## config.mk

```make
export PLATFORM = sky130hd
export DESIGN_NAME = uart_tx_serializer
export DESIGN_NICKNAME = d
export VERILOG_FILES = /design/src/rtl/uart_tx_serializer.sv
export SDC_FILE = /design/constraint.sdc
export NUM_CORES = 1
export LEC_CHECK = 0
export ABC_AREA = 0
export CORE_ASPECT_RATIO = 0.5
export CORE_MARGIN = 2
export CORE_UTILIZATION = 35
export CTS_CLUSTER_DIAMETER = 120
export DETAILED_ROUTE_END_ITERATION = 10
export HOLD_SLACK_MARGIN = 0.15
export SLEW_MARGIN = 20
export SYNTH_ARGS = -nofsm -noshare
export SYNTH_HDL_FRONTEND = slang
export SYNTH_SLANG_ARGS = --single-unit
```

## constraint.sdc

```tcl
create_clock -name clk -period 5.7 [get_ports clk]
set_input_delay 0.855 -clock clk [delete_from_list [all_inputs] [get_ports clk]]
set_output_delay 0.855 -clock clk [all_outputs]
set_load 0.005 [all_outputs]
```

## src/rtl/uart_tx_serializer.sv

```systemverilog
// Pulls bytes from the TX message memory and sends each as a UART frame, stopping after 0x0A.
// Define UART_TX_PARITY_EN to add an even-parity bit to every frame (8E1 instead of 8N1).
module uart_tx_serializer #(
    parameter int CLK_HZ    = 50_000_000,
    parameter int BAUD      = 115200,
    parameter int REQ_LAT   = 2,
    parameter int MAX_BYTES = 64
) (
    input  logic       clk,
    input  logic       reset,
    input  logic       iSTART,
    input  logic [7:0] iTX_DATA,
    output logic       oTX_REQ,
    output logic       oTX,
    output logic       oBUSY,
    output logic       oFINISH
);

    localparam int CLKS_PER_BIT = CLK_HZ / BAUD;
    localparam int TW = $clog2(CLKS_PER_BIT);
    localparam int WW = (REQ_LAT > 1) ? $clog2(REQ_LAT) : 1;
    localparam int CW = $clog2(MAX_BYTES + 1);

    localparam logic [TW-1:0] BIT_LAST  = TW'(CLKS_PER_BIT - 1);
    localparam logic [WW-1:0] WAIT_LAST = WW'(REQ_LAT - 1);
    localparam logic [CW-1:0] CNT_MAX   = CW'(MAX_BYTES);

    typedef enum logic [2:0] {
        IDLE, REQ, WAIT, START, DATA, PARITY, STOP, DONE
    } state_t;

    state_t          state;
    logic [TW-1:0]   bit_timer;
    logic [2:0]      bit_idx;
    logic [WW-1:0]   wait_cnt;
    logic [CW-1:0]   byte_cnt;
    logic [7:0]      byte_reg;
    logic            bit_end;
    logic            capture;
    logic [2:0]      next_idx;

    assign bit_end  = (bit_timer == BIT_LAST);
    assign capture  = (state == WAIT) && (wait_cnt == WAIT_LAST);
    assign next_idx = bit_idx + 3'd1;

    function automatic logic [CW-1:0] sat_inc(input logic [CW-1:0] v);
        return (v == CNT_MAX) ? v : v + 1'b1;
    endfunction

    // Byte under transmission; held still for the whole frame so late iTX_DATA changes are ignored.
    always_ff @(posedge clk) begin
        if (capture)
            byte_reg <= iTX_DATA;
    end

    always_ff @(posedge clk or posedge reset) begin
        if (reset) begin
            state     <= IDLE;
            bit_timer <= '0;
            bit_idx   <= '0;
            wait_cnt  <= '0;
            byte_cnt  <= '0;
            oTX_REQ   <= 1'b0;
            oTX       <= 1'b1;
            oBUSY     <= 1'b0;
            oFINISH   <= 1'b0;
        end else begin
            oTX_REQ <= 1'b0;
            oFINISH <= 1'b0;
            if (state inside {START, DATA, PARITY, STOP})
                bit_timer <= bit_end ? '0 : bit_timer + 1'b1;

            case (state)
                IDLE: begin
                    oTX <= 1'b1;
                    if (iSTART) begin
                        state    <= REQ;
                        oTX_REQ  <= 1'b1;
                        oBUSY    <= 1'b1;
                        byte_cnt <= '0;
                    end
                end
                REQ: begin
                    byte_cnt <= sat_inc(byte_cnt);
                    wait_cnt <= '0;
                    state    <= WAIT;
                end
                WAIT: begin
                    if (wait_cnt == WAIT_LAST) begin
                        // 0xFF means the memory had nothing; skip it without framing.
                        if (iTX_DATA == 8'hFF) begin
                            if (byte_cnt < CNT_MAX) begin
                                state   <= REQ;
                                oTX_REQ <= 1'b1;
                            end else begin
                                state   <= DONE;
                                oFINISH <= 1'b1;
                            end
                        end else begin
                            state     <= START;
                            oTX       <= 1'b0;
                            bit_timer <= '0;
                        end
                    end else begin
                        wait_cnt <= wait_cnt + 1'b1;
                    end
                end
                START: begin
                    if (bit_end) begin
                        state   <= DATA;
                        bit_idx <= '0;
                        oTX     <= byte_reg[0];
                    end
                end
                DATA: begin
                    if (bit_end) begin
                        if (bit_idx == 3'd7) begin
`ifdef UART_TX_PARITY_EN
                            state <= PARITY;
                            oTX   <= ^byte_reg;
`else
                            state <= STOP;
                            oTX   <= 1'b1;
`endif
                        end else begin
                            bit_idx <= next_idx;
                            oTX     <= byte_reg[next_idx];
                        end
                    end
                end
                PARITY: begin
                    if (bit_end) begin
                        state <= STOP;
                        oTX   <= 1'b1;
                    end
                end
                STOP: begin
                    if (bit_end) begin
                        if (byte_reg == 8'h0A || byte_cnt == CNT_MAX) begin
                            state   <= DONE;
                            oFINISH <= 1'b1;
                        end else begin
                            state   <= REQ;
                            oTX_REQ <= 1'b1;
                        end
                    end
                end
                DONE: begin
                    oTX   <= 1'b1;
                    oBUSY <= 1'b0;
                    state <= IDLE;
                end
                default: state <= IDLE;
            endcase
        end
    end

endmodule

```

=== After elaboration in Yosys (flattened, before gate mapping) ===
Cells that the tools add are included.

* $add $sub $neg: 4
* Multiply operators: 0
* Divide/modulo/power cells: 0
* $lt $le $gt $ge: 2
* Equal/unequal tests: 22
* Shift operators: 0
* Muxes and demuxes: 49
* Bitwise gates (word level): 0
* Reduce and logical (&&, ||, !) cells: 15

{| class="wikitable"
|+ Operators by type and width
! kind !! count
|-
| $mux 9 || 5
|-
| $mux 3 || 13
|-
| $pmux 3 s8 || 1
|-
| $mux 1 || 20
|-
| $ne 2x2->1 const B || 9
|-
| $eq 3x3->1 const B || 5
|-
| $mux 7 || 2
|-
| $pmux 7 s2 || 1
|-
| $add 9x1->9 const B || 1
|-
| $eq 9x9->1 const B || 1
|-
| $eq 8x4->1 const B || 1
|-
| $eq 8x8->1 const B || 1
|-
| $reduce_bool 2->1 || 4
|-
| $add 7x1->7 const B || 1
|-
| $eq 7x7->1 const B || 1
|-
| $lt 7x7->1 const B || 1
|-
| $reduce_and 7->1 || 1
|-
| $eq 3x2->1 const B || 2
|-
| $pmux 1 s2 || 3
|-
| $pmux 3 s2 || 1
|-
| $reduce_and 6->1 || 1
|-
| $pmux 1 s5 || 1
|-
| $reduce_bool 5->1 || 1
|-
| $lt 3x4->1 const B || 1
|-
| 14 further kinds || 14
|}

* Register bits: 35
* Bits in latches: 0
* Memory bits (writable): 0
* Memory bits (read-only): 0
* Logic and storage cells: 102
* Memories: 0

=== Logic depth before layout (Yosys ltp) ===
* Depth in word-level cells: 6
* Gate-level depth with buffers: 8

=== Least setup slack after synthesis ===
Ideal clock, no wire load.

* Kind: register to register
* From: reg bit_idx[0]
* To: reg oTX
* Data arrival time: 1,901 ps
* Setup slack: 3,714 ps
* Cell stages (with the launch flop): 7
* Period minus slack after synthesis: 1,986 ps
* Path through: dfrtp_1 > ha_1 > mux4_2 > nor2b_1 > a211oi_1 > nor3_1 > mux2_1

* Longest elaborated chain between the ends: 6
* Elaborated cells between the ends (all ways): 7

{| class="wikitable"
|+ Ends and longest elaborated chain
! element !! line !! text
|-
| start, declared || 34 || <nowiki>logic [2:0] bit_idx;</nowiki>
|-
| start signal, assigned || 126 || <nowiki>bit_idx <= next_idx;</nowiki>
|-
| $add 3x1->3 || 44 || <nowiki>assign next_idx = bit_idx + 3'd1;</nowiki>
|-
| $bmux 1 s3 || 127 || <nowiki>oTX <= byte_reg[next_idx];</nowiki>
|-
| $mux 1 (not written as such) || 127 ||
|-
| $mux 1 (*) || 117 || <nowiki>if (bit_idx == 3'd7) begin</nowiki>
|-
| $mux 1 (*) || 116 || <nowiki>if (bit_end) begin</nowiki>
|-
| $pmux 1 s5 (*) || 73 || <nowiki>case (state)</nowiki>
|-
| end signal, assigned || 112 || <nowiki>oTX <= byte_reg[0];</nowiki>
|-
| end signal, assigned || 127 ||
|-
| end, declared || 14 || <nowiki>output logic oTX,</nowiki>
|}

Mark *: on every way between the ends. The rest lies on a longest branch, timed or not. The select of a mux whose other input is x is not followed.
A chain may end at the register's enable or synchronous reset.

=== Worst setup path after layout ===
* From: in iTX_DATA[7]
* To: reg oTX

* Longest elaborated chain between the ends: 3

{| class="wikitable"
|+ Ends and longest elaborated chain
! element !! line !! text
|-
| start, declared || 12 || <nowiki>input logic [7:0] iTX_DATA,</nowiki>
|-
| $eq 8x8->1 || 91 || <nowiki>if (iTX_DATA == 8'hFF) begin</nowiki>
|-
| $ne 2x2->1 (no line) || - ||
|-
| $reduce_and 6->1 (no line) || - ||
|}

Every way passes these cells.

==> flow_metrics.env <==
export IMPL_synth_top_cell_by_area="dfrtp_1"
export IMPL_maxSlewHeadroom_pct=50.2
export IMPL_final_fill_count=492
export IMPL_finalCritPeriodShare_pct=38.8
export IMPL_syn_to_final_growth_pct=15.9
export IMPL_ant_nets=0
export IMPL_setup_viol=0
export IMPL_die_h_um=56.5
export IMPL_cp_start_kind="primary input"
export IMPL_min_to="oBUSY"
export IMPL_r2r_start="bit_idx[0]"
export IMPL_core_mm2=0.00540
export IMPL_htreeDepth=2
export IMPL_hold_path_class="register to register"
export IMPL_nNetsFinal=228
export IMPL_place_area_mm2=0.00213
export IMPL_num_antenna_cells=0
export IMPL_ctsRootBufferMaster="clkbuf_8"
export IMPL_cts_sinks=35
export IMPL_synth_cells=197
export IMPL_cts_tree="yes"
export IMPL_regToRegEndpoint="oTX"
export IMPL_min_period_ps=2210
export IMPL_first_global_vias=1419
export IMPL_pre_cts_ws_ps=3200
export IMPL_worstPathCellList="clkdlybuf4s50_1 > nand4_1 > o21ai_0 > a21boi_0 > a311oi_1 > mux2_1"
export IMPL_final_cell_area_mm2=0.00224
export IMPL_cp_max_fo=3
export IMPL_rows=19
export IMPL_clock_fmax_mhz=452
export IMPL_worst_path_buf_inv=1
export IMPL_dr_pass1_iters=4
export IMPL_finalPower_w=0.000800
export IMPL_cts_buffer_depth=2
export IMPL_grt_setup_unrepaired="false"
export IMPL_async_flop_share_pct=77.1
export IMPL_cpLargestDelayFamily="compound AO/OA/AOI/OAI gates"
export IMPL_drc_errors=0
export IMPL_initial_core_util_pct=35.8
export IMPL_cts_resized=0
export IMPL_arrival_ps=2410
export IMPL_multi_input_area_um2=951
export IMPL_gr_total_overflow=0
export IMPL_place_congestion=0.788
export IMPL_vias_per_cell=5.14
export IMPL_status="complete, no violations"
export IMPL_skew_ps=9.43
export IMPL_whs_ps=519
export IMPL_routed_wl_um=3790
export IMPL_path_clk_slew_ps=70
export IMPL_drtIter0Drc=70
export IMPL_final_seq_area_um2=917
export IMPL_io_pins=15
export IMPL_slowest_stage="clkdlybuf4s50_1"
export IMPL_detail_route_wl_per_cell_um=13.3
export IMPL_ys_flop_type="dfrtp_1"
export IMPL_netlist_top_cells_count="dfrtp_1 (26), nor2_1 (26), nand2_1 (20)"
export IMPL_ys_seq_area_share_pct=47.5
export IMPL_slew_viol_final=0
export IMPL_synth_cell_types=45
export IMPL_reg2reg_depth=6
export IMPL_synth_seq_cells=35
export IMPL_largest_register_ffs=9
export IMPL_dr_total_vias=1464
export IMPL_hpwl_um=2760
export IMPL_leakage_nw=0.917
export IMPL_post_cts_buffers=0
export IMPL_synth_area_leaders="dfrtp_1 (34%), edfxtp_1 (12%), nor2_1 (5.1%), ha_1 (3.9%), nand2_1 (3.9%)"
export IMPL_cts_buffers=5
export IMPL_min_path_cells=2
export IMPL_worstSetupPathType="primary input to register"
export IMPL_ir_drop_uv=131
export IMPL_grt_pass1_wl_um=6530
export IMPL_holdBufCountCts=0
export IMPL_clkLatencyLatePin_ps=280
export IMPL_cap_violations=0
export IMPL_antenna_found_initial=0
export IMPL_worstMarginPinSlew_ps=741
export IMPL_synthesis_area_mm2=0.00193
export IMPL_die_x_um=109
export IMPL_min_from="oBUSY"
export IMPL_dieArea_mm2=0.00616
export IMPL_ys_warn_count=0
export IMPL_syn_avg_cell_area_um2=9.80
export IMPL_synth_nets=214
export IMPL_required_ps=5900
export IMPL_rrSetupSlack_ps=3540
export IMPL_cpPeakStageDelay_ps=480
export IMPL_synth_top_area_share_pct=33.7
export IMPL_drive_above_1_share_pct=9.91
export IMPL_hold_viol_final=0
export IMPL_grt_max_degree=28
export IMPL_grt_usage_pct=13.6
export IMPL_end_kind="register"
export IMPL_io_buffer_count=14
export IMPL_p_per_area_mw_per_mm2=358
export IMPL_synth_edf_count=8
export IMPL_final_setup_worst_slack_ps=3490
export IMPL_setup_tns_final_ps=0
-- how the worst max path moves through the flow --
stage | startpoint | end | cells past startpoint
2_1_floorplan | bit_idx[0] | oTX | 6
3_3_place_gp | iTX_DATA[6] | oTX | 6
3_5_place_dp | iTX_DATA[5] | oTX | 6
4_1_cts | iTX_DATA[5] | oTX | 6
5_1_grt | iTX_DATA[3] | oTX | 6
6_report | iTX_DATA[7] | oTX | 6
-- metal layers --
metal  global-route usage [%]  wire length [um]  vias to the layer above
li1                         -                 -                      735
met1                     19.3              1920                      701
met2                     20.3              1740                       24
met3                     3.95               107                        4
met4                     3.30                27                        0
met5                        0                 0                        -
-- worst min-delay path: stages, from the launching register on --
cell	delay, ps
dfrtp_1	370
nand2_1	50
o21ai_0	60
-- where the power goes --
group | leakage [nW] | internal (W) | switching [W]
Combinational | 0.457 | 0.000103 | 0.000113
Clock | 0.0505 | 0.000110 | 0.0000905
Sequential | 0.410 | 0.000317 | 0.0000671
-- kinds of logic (layout without fill, tap and decap cells) --
logic type,Yosys count,count (layout),share of synthesized area (%)
compound gates,41,41,14.9
xor+xnor,12,12,5.44
fa+ha+maj,6,6,3.89
buf+inv,16,31,3.24
flops,35,35,47.5
mux,5,5,3.95
simple gates,82,82,21.1
-- through the flow --
stage	utilization, %	instances
2_1_floorplan	-	197
3_3_place_gp	39.5	277
3_5_place_dp	39.5	277
4_1_cts	41.5	285
5_1_grt	41.5	285
6_report	41.5	285
-- area by class of cell --
cell class | count | share of cell area, %
multi-input cells | 146 | 42.5
flip-flops and latches | 35 | 41.0
repair buffers | 14 | 6.26
clock buffers | 7 | 4.31
well taps | 73 | 4.08
inverters | 9 | 1.51
clock inverters | 1 | 0.336
-- placed cells by master (no fill, tap or decap), drive strengths merged, types with 2 or more instances in the layout --
cell / synthesis / layout
nor2: 26 / 26
clkdlybuf4s50: 0 / 14
nor4: 4 / 4
clkbuf: 5 / 7
ha: 6 / 6
dfrtp: 26 / 26
inv: 9 / 9
nand2: 20 / 20
a22o: 3 / 3
nand2b: 5 / 5
a21o: 2 / 2
nor2b: 2 / 2
and4bb: 2 / 2
a211oi: 4 / 4
a31oi: 2 / 2
mux2i: 2 / 2
xnor2: 7 / 7
xor2: 5 / 5
nand3: 9 / 9
and3: 2 / 2
a22oi: 3 / 3
o21ai: 11 / 11
nand4: 4 / 4
mux4: 2 / 2
edfxtp: 8 / 8
nor3: 4 / 4
o22ai: 3 / 3
a21oi: 6 / 6
Note: power is estimated with default switching activity, not from simulation.
